$ cat config.mk
export PLATFORM = sky130hd
export DESIGN_NAME = valid_delay_line
export DESIGN_NICKNAME = d
export VERILOG_FILES = /design/src/rtl/fpmul_resp_checker_valid_delay_line.sv
export SDC_FILE = /design/constraint.sdc
export NUM_CORES = 1
export LEC_CHECK = 0
export CORE_UTILIZATION = 45
export CTS_CLUSTER_DIAMETER = 120
export DETAILED_ROUTE_END_ITERATION = 7
export HOLD_SLACK_MARGIN = 0.08
export PLACE_DENSITY = 0.78
export SYNTH_ARGS = -nofsm -noshare
export SYNTH_HDL_FRONTEND = slang
export SYNTH_SLANG_ARGS = --single-unit
$ cat constraint.sdc
create_clock -name CLK -period 0.8 [get_ports CLK]
set_input_delay 0.16 -clock CLK [delete_from_list [all_inputs] [get_ports CLK]]
set_output_delay 0.16 -clock CLK [all_outputs]
set_load 0.1 [all_outputs]
$ cat src/rtl/fpmul_resp_checker_valid_delay_line.sv
// valid_delay_line: fixed-depth shift register of {valid, data}, no stall
module valid_delay_line #(
    parameter int W = 32,
    parameter int DEPTH = 4
) (
    input  logic CLK,
    input  logic RST,
    input  logic in_v,
    input  logic [W-1:0] in_d,
    output logic out_v,
    output logic [W-1:0] out_d
);
    logic [DEPTH-1:0] v;
    logic [W-1:0] d [DEPTH];
    always_ff @(posedge CLK or posedge RST) begin
        if (RST) begin
            v <= '0;
        end else begin
            v[0] <= in_v;
            for (int i = 1; i < DEPTH; i++) v[i] <= v[i-1];
        end
    end
    // Data needs no reset: it is only observed when its valid bit is set
    always_ff @(posedge CLK) begin
        d[0] <= in_d;
        for (int i = 1; i < DEPTH; i++) d[i] <= d[i-1];
    end
    assign out_v = v[DEPTH-1];
    assign out_d = d[DEPTH-1];
endmodule

Yosys cells after proc, flatten, opt, wreduce, memory -nomap -nowiden
Memory sizes are Yosys's and may differ from the RTL's.
Cells that the tools add are included.
- register bits after elaboration: 4
- RAM bits: 128
- logic and storage cells: 2
- memories: 1
- memory list (name ; depth ; width ; read ports ; clocked after memory_dff ; wr ports ; RTL line ; source):
    d ; 4 ; 32 ; 4 ; 0 ; 4 ; 14 ; logic [W-1:0] d [DEPTH];

Depth between registers and ports, before layout
Gate-level depths: netlist of run 1.
- depth after elaboration: 0
- mapped depth: 1
- gate-level depth less buffers: 1

Worst setup path after synthesis of run 1
No wires, ideal clock.
- kind: reg2out
- from: memory d[3][0]
- to: output port out_d[0]
- arrival time: 909 ps
- required time: 640 ps
- setup slack: -269 ps
- stages on the path, launching flop included: 1
- buffers on the path: 0
- path through: dfxtp_1
- RTL lines (item ; RTL line ; source):
    from (decl) ; 14 ;
    to (decl) ; 11 ; output logic [W-1:0] out_d

Worst setup path after layout of run 1
- from: register v[3]
- to: output port out_v
- RTL lines (item ; RTL line ; source):
    from (decl) ; 13 ; logic [DEPTH-1:0] v;
    from (signal assigned) ; 17 ; v <= '0;
    to (decl) ; 10 ; output logic out_v,
No word-level cell between the ends.

==> results.yml, run 1 <==
status:
  status: "complete, but fails checks"
  failed_checks: "negative setup slack"
placement:
  dpl.hpwl_mm: 2.31
  io_buffers: 67
  finalWeightedCongestion: 0.580
  placed_cells: 272
  dp_slack_ns: 0.00987
  dpl-instance-area_mm2: 0.00380
cells_and_area:
  multi_input_comb_cells: 0
  area_delta_synth_final_pct: 69.9
  ff_latch_area_mm2: 0.00271
  fillers: 282
  num_antenna_cells: 0
  stdcell_area_mm2: 0.00453
  postLayoutCoreUtil_pct: 80.8
  finalNetCount: 267
  fin_cells: 317
  multiInputGateArea_um2: 0
  layout-drive-gt1-share_pct: 40.0
critical_path:
  critPathArrivalTime_ns: 1.15
  critPathMaxStageDelay_ns: 0.48
  worstPathRequired_ns: 0.64
  cp-start-kind: "flop"
  crit_chain: "buf_12"
  crit_buf_inv: 1
  rr_worst_depth: 0
  worstSetupPathType: "reg -> out"
  cp.depth: 1
  cp_slowest_cell: "dfrtp_4"
  crit_fanout: 1
  crit_family: "flip-flops"
  crit_path_end_kind: "primary output"
synthesis:
  synth_edf_count: 0
  synth.distinct_cells: 3
  yosys.cell_count.top_type: "dfxtp_1"
  syn-mean-instance-area_um2: 20.0
  syn_area_mm2: 0.00267
  synthCells: 133
  synth_ff_type: "dfxtp_1"
  ys_warn_count: 0
  syn_nets: 168
  async_flop_share_pct: 3.03
  synthTopCellsByArea: "dfxtp_1, dfrtp_1, inv_1"
  synth_seq_cells: 132
  ys_seq_area_share_pct: 99.9
  netlist_top_cells_count: "dfxtp_1, dfrtp_1, inv_1"
  yosysTopAreaCellShare_pct: 96.1
  yosysTopAreaCell: "dfxtp_1"
route:
  dr.pass1.iters: 2
  wirelength_mm: 4.61
  drtIter0Drc: 36
  vias: 1241
  wl_per_cell_um: 14.6
  antenna_left: 0
  avgViaCountPerCell: 3.91
  drc: 0
floorplanning:
  dieArea_mm2: 0.00624
  fp-row-count: 27
  die_height_um: 79.0
  start_util_pct: 47.5
  dieWidth_um: 79.0
  core_mm2: 0.00561
  ios: 68
clock_tree:
  clk_latency_ns: 0.50
  cts_buffers: 17
  cts_num_sinks: 132
  tritoncts: "done"
  root_buffer: "clkbuf_8"
  clk_pin_slew_ns: 0.06
  htreeDepth: 4
  cts_resized: 0
  cts_buffer_depth: 2
sta:
  fin_crit_sh_pct: 163
  setup_viol: 33
  slew_headroom_pct: 81.5
  rsz0062_at_grt: "true"
  hold_slack_ns: 0.107
  layout_min_cycle_time_ns: 1.31
  hold_viol_final: 0
  fin_setup_tns_ns: -12.34
  finalMaxSlewViolations: 0
  finalWorstSetupSlack_ns: -0.505
  fin_skew_ns: 0.00854
  max_freq_ghz: 0.766
  tightest_slew_ns: 0.277
grt:
  grt_pass1_wl_mm: 7.32
  grt_pass1_vias: 1437
  grt-ovfl-total: 0
  antenna_found_initial: 0
  grt_max_degree: 17
  grt_use_total_pct: 17.5
pwr:
  seq_power_share_pct: 44.6
  p_leak_nw: 1.92
  comb_power_share_pct: 7.8
  p_sw_share_pct: 22.4
  power_frac_clock_pct: 47.7
  fin_total_pwr_mw: 15.9
  peakVddDrop_v: 0.00236
  p_int_mw: 12.4
  power_density_mw_per_mm2: 3520
  p_sw_mw: 3.58
job:
  cap_violations: 0
min_path:
  hold_depth: 1
  hp-class: "in -> reg"
cells by family (layout without fill, tap and decap cells):
logic type | count (synthesis) | in the layout | synth area share, %
flops | 132 | 132 | 99.9
buf+inv | 1 | 113 | 0.141
layout make-up:
cell class            instances  area share [%]
Sequential cell             132            59.8
Timing Repair Buffer         80            25.0
Clock buffer                 19            9.75
Clock inverter               13            3.45
Tap cell                     72            1.99
Inverter                      1          0.0829
state kept, by name, indices dropped and copies added, names as in the netlist:
signal and flops:
d 128, v 4
per-layer routing:
metal  GRT usage (%)  share of wire (%)  vias to the layer above
met3            7.82                4.3                        8
met2            30.9                 58                       42
met5               0                  0                        -
met4            11.5                1.7                        0
met1            16.0                 36                      579
li1                -                  -                      612
power by group through the flow:
stage | combinational (mW) | clock, mW | sequential [mW]
after global routing | 1.26 | 8.11 | 7.14
after floorplan | 0.00337 | 0 | 7.80
final | 1.24 | 7.60 | 7.11
after global placement | 1.17 | 0 | 7.21
after CTS | 1.24 | 7.71 | 7.11
after detailed placement | 1.18 | 0 | 7.23
worst paths after layout:
kind                                 start          endpoint  slack (ns)
setup / recovery            v[3]$_DFF_PP0_             out_v       -0.51
hold / removal                    in_d[13]  d[0][13]$_DFF_P_        0.11
hold reg to reg            d[1][2]$_DFF_P_   d[2][2]$_DFF_P_        0.32
min in group asynchronous              RST    v[2]$_DFF_PP0_        0.40
max in group asynchronous              RST    v[3]$_DFF_PP0_        0.23
setup reg to reg            v[1]$_DFF_PP0_    v[2]$_DFF_PP0_        0.32
placed cells by master (no fill, tap or decap), drive strengths merged:
cell type / n
buf: 33
bufinv: 3
clkbuf: 19
clkdlybuf4s50: 34
clkinv: 6
clkinvlp: 3
dfrtp: 4
dfxtp: 128
dlygate4sd3: 13
inv: 2
repair_timing:
| item | CTS | global route |
|---|---|---|
| hold buffers | 12 | 1 |
| pin swaps | 0 | 0 |
| endpoints found under the hold margin | 15 | 1 |
| setup buffers | 0 | 0 |
| endpoints found under the setup margin | 33 | 33 |
(Power assumes the default switching activity.)
==> run 2, diff against run 1 <==
Settings changed: CORE_ASPECT_RATIO from default to 0.6, CTS_CLUSTER_DIAMETER 120 to default.
==> run 2 against run 1 <==
  * The run still ends with negative setup slack left
  * Combinational power down 5%
  * Fmax grew 0.67%
  * Critical endpoint unchanged
  * Utilization down 1.9 points
  * Highest routed layer unchanged
  * Critical path type unchanged
==> results.yml, run 2 (same netlist as run 1, synthesis figures left out) <==
sta:
  hold_viol_final: 0
  setup_viol: 33
  slew_headroom_pct: 82.4
  layout_min_cycle_time_ns: 1.30
  fin_skew_ns: 0.00564
  fin_crit_sh_pct: 162
  finalWorstSetupSlack_ns: -0.496
  fin_setup_tns_ns: -11.79
  tightest_slew_ns: 0.264
  rsz0062_at_grt: "true"
  max_freq_ghz: 0.771
  finalMaxSlewViolations: 0
pwr:
  power_density_mw_per_mm2: 3640
  peakVddDrop_v: 0.00225
  p_leak_nw: 1.88
critical_path:
  crit_fanout: 1
  worstSetupPathType: "reg -> out"
  crit_chain: "buf_12"
  critPathArrivalTime_ns: 1.14
  crit_family: "flip-flops"
  crit_path_end_kind: "primary output"
  cp-start-kind: "flop"
  crit_buf_inv: 1
  critPathMaxStageDelay_ns: 0.48
  worstPathRequired_ns: 0.64
  cp_slowest_cell: "dfrtp_4"
cells_and_area:
  layout-drive-gt1-share_pct: 41.6
  fin_cells: 313
  postLayoutCoreUtil_pct: 78.9
  finalNetCount: 255
  reg_top3: "d x128, v x4"
  stdcell_area_mm2: 0.00446
  num_antenna_cells: 0
  multiInputGateArea_um2: 0
  multi_input_comb_cells: 0
  area_delta_synth_final_pct: 67.1
  final_common_cell: "dfxtp_1"
  largest_register_ffs: 128
  final_cell_mix: "dfxtp_1, clkdlybuf4s50_1, buf_12, dfxtp_2, clkbuf_16"
  fillers: 300
  top_register: "d"
clock_tree:
  tritoncts: "done"
  clk_latency_ns: 0.48
  root_buffer: "clkbuf_8"
  cts_buffers: 17
  htreeDepth: 4
  cts_num_sinks: 132
  cts_buffer_depth: 2
  clk_pin_slew_ns: 0.06
  cts_resized: 0
placement:
  finalWeightedCongestion: 0.595
  dp_slack_ns: 0.00523
  dpl.hpwl_mm: 2.30
  dpl-instance-area_mm2: 0.00381
  io_buffers: 67
  placed_cells: 280
floorplanning:
  dieWidth_um: 101
  core_mm2: 0.00565
  fp-row-count: 21
  die_height_um: 61.6
  start_util_pct: 47.2
  dieArea_mm2: 0.00625
  ios: 68
job:
  cap_violations: 0
route:
  vias: 1148
  avgViaCountPerCell: 3.67
  wirelength_mm: 3.69
  drtIter0Drc: 22
  drc: 0
  wl_per_cell_um: 11.8
  antenna_left: 0
  dr.pass1.iters: 4
status:
  status: "complete, but fails checks"
  failed_checks: "negative setup slack"
min_path:
  hp-class: "in -> reg"
grt:
  grt_use_total_pct: 13.5
  grt_pass1_wl_mm: 5.61
  grt-ovfl-total: 0
  antenna_found_initial: 0
  grt_pass1_vias: 1211
  grt_max_degree: 17
run 2: cell count changes in the layout (fill, tap and decap cells not counted), sizes merged:
cell         change
dlygate4sd3     -12
clkbuf           +2
clkinv           -1
inv              -1
clkinvlp         -1
bufinv           +1
run 2: report_power, final:
| part | internal (mW) | switching (mW) | total, mW |
|---|---|---|---|
| Combinational | 0.477 | 0.705 | 1.18 |
| Clock | 5.33 | 2.62 | 7.94 |
| Sequential | 6.96 | 0.130 | 7.09 |
run 2: path summary, 6_finish.rpt:
path                                 start          endpoint  slack (ns)  cells past startpoint
max in group asynchronous              RST    v[3]$_DFF_PP0_        0.20                      3
min reg2reg                d[0][6]$_DFF_P_   d[1][6]$_DFF_P_        0.32                      0
min                               in_d[18]  d[0][18]$_DFF_P_        0.11                      1
min in group asynchronous              RST    v[3]$_DFF_PP0_        0.43                      3
max                         v[3]$_DFF_PP0_             out_v       -0.50                      1
max reg2reg                 v[1]$_DFF_PP0_    v[2]$_DFF_PP0_        0.34                      0
run 2: final cells by class:
type,count,area [µm²],area share [%]
clock buffer,21,459,10.3
clock inverter,11,175,3.93
inverter,1,3.75,0.0842
sequential,132,2710,60.7
tap,80,100,2.25
timing repair buffer,68,1010,22.7
run 2: timing repair:
action | CTS | global route
buffers inserted | 0 | 0
hold buffers | 1 | 0
hold endpoints to repair | 4 | 0
endpoints found under the setup margin | 33 | 33
gates cloned | 0 | 0
run 2: through the flow:
step / power, mW / hold WS, ns
floorplan: 7.80 / -0.0739
global placement: 8.38 / 0.310
detailed placement: 8.41 / 0.312
CTS: 16.4 / 0.0812
global route: 16.8 / 0.0867
finish: 16.2 / 0.113
run 2: layer usage:
layer / share of wire (%) / vias to the layer above / routed length, µm / global-route usage, %
met4: 0.70 / 0 / 26 / 8.07
met5: 0 / - / 0 / 0
li1: - / 589 / - / -
met1: 41 / 508 / 1530 / 13.1
met2: 50 / 47 / 1850 / 21.8
met3: 7.7 / 4 / 286 / 9.19
==> run 3, diff against run 2 <==
Settings changed: CORE_MARGIN from default to 8.
==> run 3 against run 2 <==
  * The run still ends with negative setup slack left
  * Critical endpoint unchanged
  * Cell count decreased by 0.32%
  * Sequential share of layout area up 0.051 points
  * Critical path type unchanged
  * Setup slack about the same
  * Largest power group unchanged
  * Count of clock-buffer cells in the layout decreased by 1
==> results.yml, run 3 (same netlist as run 1, synthesis figures left out) <==
floorplanning:
  ios: 68
  dieArea_mm2: 0.00873
  fp-row-count: 21
  core_mm2: 0.00565
  dieWidth_um: 115
  die_height_um: 75.6
  start_util_pct: 47.2
route:
  antenna_left: 0
  wl_per_cell_um: 15.0
  dr.pass1.iters: 4
  drc: 0
  avgViaCountPerCell: 3.80
  vias: 1185
  drtIter0Drc: 40
  wirelength_mm: 4.69
pwr:
  fin_total_pwr_mw: 16.3
  power_density_mw_per_mm2: 3650
  p_leak_nw: 1.88
  p_sw_share_pct: 21.6
  seq_power_share_pct: 43.7
  p_int_mw: 12.7
  comb_power_share_pct: 7.3
  peakVddDrop_v: 0.00219
  p_sw_mw: 3.51
  power_frac_clock_pct: 49.0
clock_tree:
  root_buffer: "clkbuf_8"
  cts_resized: 0
  cts_buffer_depth: 2
  htreeDepth: 4
  clk_latency_ns: 0.49
  clk_pin_slew_ns: 0.06
  cts_buffers: 17
  cts_num_sinks: 132
  tritoncts: "done"
grt:
  grt_pass1_vias: 1343
  use_met2_pct: 19.6
  grt_util_met3_pct: 7.99
  grt_pass1_wl_mm: 6.92
  grt_use_total_pct: 11.7
  antenna_found_initial: 0
  use_met1_pct: 9.84
  grt_busiest_layer: "met2"
  grt-ovfl-total: 0
  grt_max_degree: 17
sta:
  max_freq_ghz: 0.772
  slew_headroom_pct: 82.1
  layout_min_cycle_time_ns: 1.30
  rsz0062_at_grt: "true"
  setup_viol: 33
  fin_crit_sh_pct: 162
  finalWorstSetupSlack_ns: -0.496
  fin_skew_ns: 0.00736
  tightest_slew_ns: 0.269
  hold_viol_final: 0
  finalMaxSlewViolations: 0
placement:
  placed_cells: 280
  io_buffers: 67
  finalWeightedCongestion: 0.656
  dpl.hpwl_mm: 2.81
critical_path:
  cp_slowest_cell: "dfrtp_4"
  critPathMaxStageDelay_ns: 0.48
  cp-start-kind: "flop"
  crit_chain: "buf_12"
  crit_buf_inv: 1
  worstSetupPathType: "reg -> out"
  crit_path_end_kind: "primary output"
  crit_family: "flip-flops"
  critPathArrivalTime_ns: 1.14
  worstPathRequired_ns: 0.64
  crit_fanout: 1
cells_and_area:
  ff_latch_area_mm2: 0.00271
  fillers: 299
  fin_cells: 312
  layout-drive-gt1-share_pct: 41.8
  reg_top3: "d x128, v x4"
  final_cell_mix: "dfxtp_1, clkdlybuf4s50_1, buf_12, dfxtp_2, clkbuf_16"
  finalNetCount: 255
  area_delta_synth_final_pct: 67.0
  postLayoutCoreUtil_pct: 78.8
  multi_input_comb_cells: 0
  largest_register_ffs: 128
  multiInputGateArea_um2: 0
  final_common_cell: "dfxtp_1"
  top_register: "d"
  num_antenna_cells: 0
job:
  cap_violations: 0
status:
  status: "complete, but fails checks"
  failed_checks: "negative setup slack"
min_path:
  hp-class: "in -> reg"
## run 3: worst paths after layout
kind                                 start               to  slack, ns  cells after the start
setup / recovery            v[3]$_DFF_PP0_            out_v      -0.50                      1
hold / removal                     in_d[9]  d[0][9]$_DFF_P_       0.11                      1
setup reg to reg            v[1]$_DFF_PP0_   v[2]$_DFF_PP0_       0.32                      0
hold reg to reg            d[0][0]$_DFF_P_  d[1][0]$_DFF_P_       0.32                      0
max in group asynchronous              RST   v[3]$_DFF_PP0_       0.21                      3
min in group asynchronous              RST   v[2]$_DFF_PP0_       0.42                      3
## run 3: metrics by stage
step                      TNS, ns  setup slack (ns)  hold WS (ns)  cell area [µm²]
after CTS                  -12.93            -0.524        0.0881             4450
after global routing       -13.27            -0.531        0.0881             4450
final                      -11.96            -0.496         0.109             4450
after detailed placement        0           0.00837         0.312             3810
after global placement          0            0.0116         0.309             3810
after floorplan                 0            0.0142       -0.0739             2710
## run 3: area by class of cell
class,count,share of cell area [%]
Clock inverter,11,3.93
Timing Repair Buffer,68,22.7
Inverter,1,0.0843
Sequential cell,132,60.8
Clock buffer,20,10.2
Tap cell,80,2.25
## run 3: power groups by stage
stage | Clock [mW] | Combinational, mW | Sequential [mW]
global placement | 0 | 1.18 | 7.21
CTS | 8.13 | 1.20 | 7.11
floorplan | 0 | 0.00337 | 7.80
detailed placement | 0 | 1.19 | 7.23
finish | 7.96 | 1.19 | 7.10
global route | 8.41 | 1.22 | 7.13
## run 3: metal layers
metal | up-vias | part of all wire (%) | wire [µm]
met5 | - | 0 | 0
li1 | 588 | - | -
met3 | 8 | 12 | 565
met2 | 47 | 50 | 2350
met4 | 0 | 1.2 | 58
met1 | 542 | 37 | 1720
## run 3: what timing repair did
item | CTS | global route
pin swaps | 0 | 0
setup endpoints to repair | 33 | 33
hold buffers | 1 | 0
buffers inserted | 0 | 0
hold endpoints to repair | 4 | 0
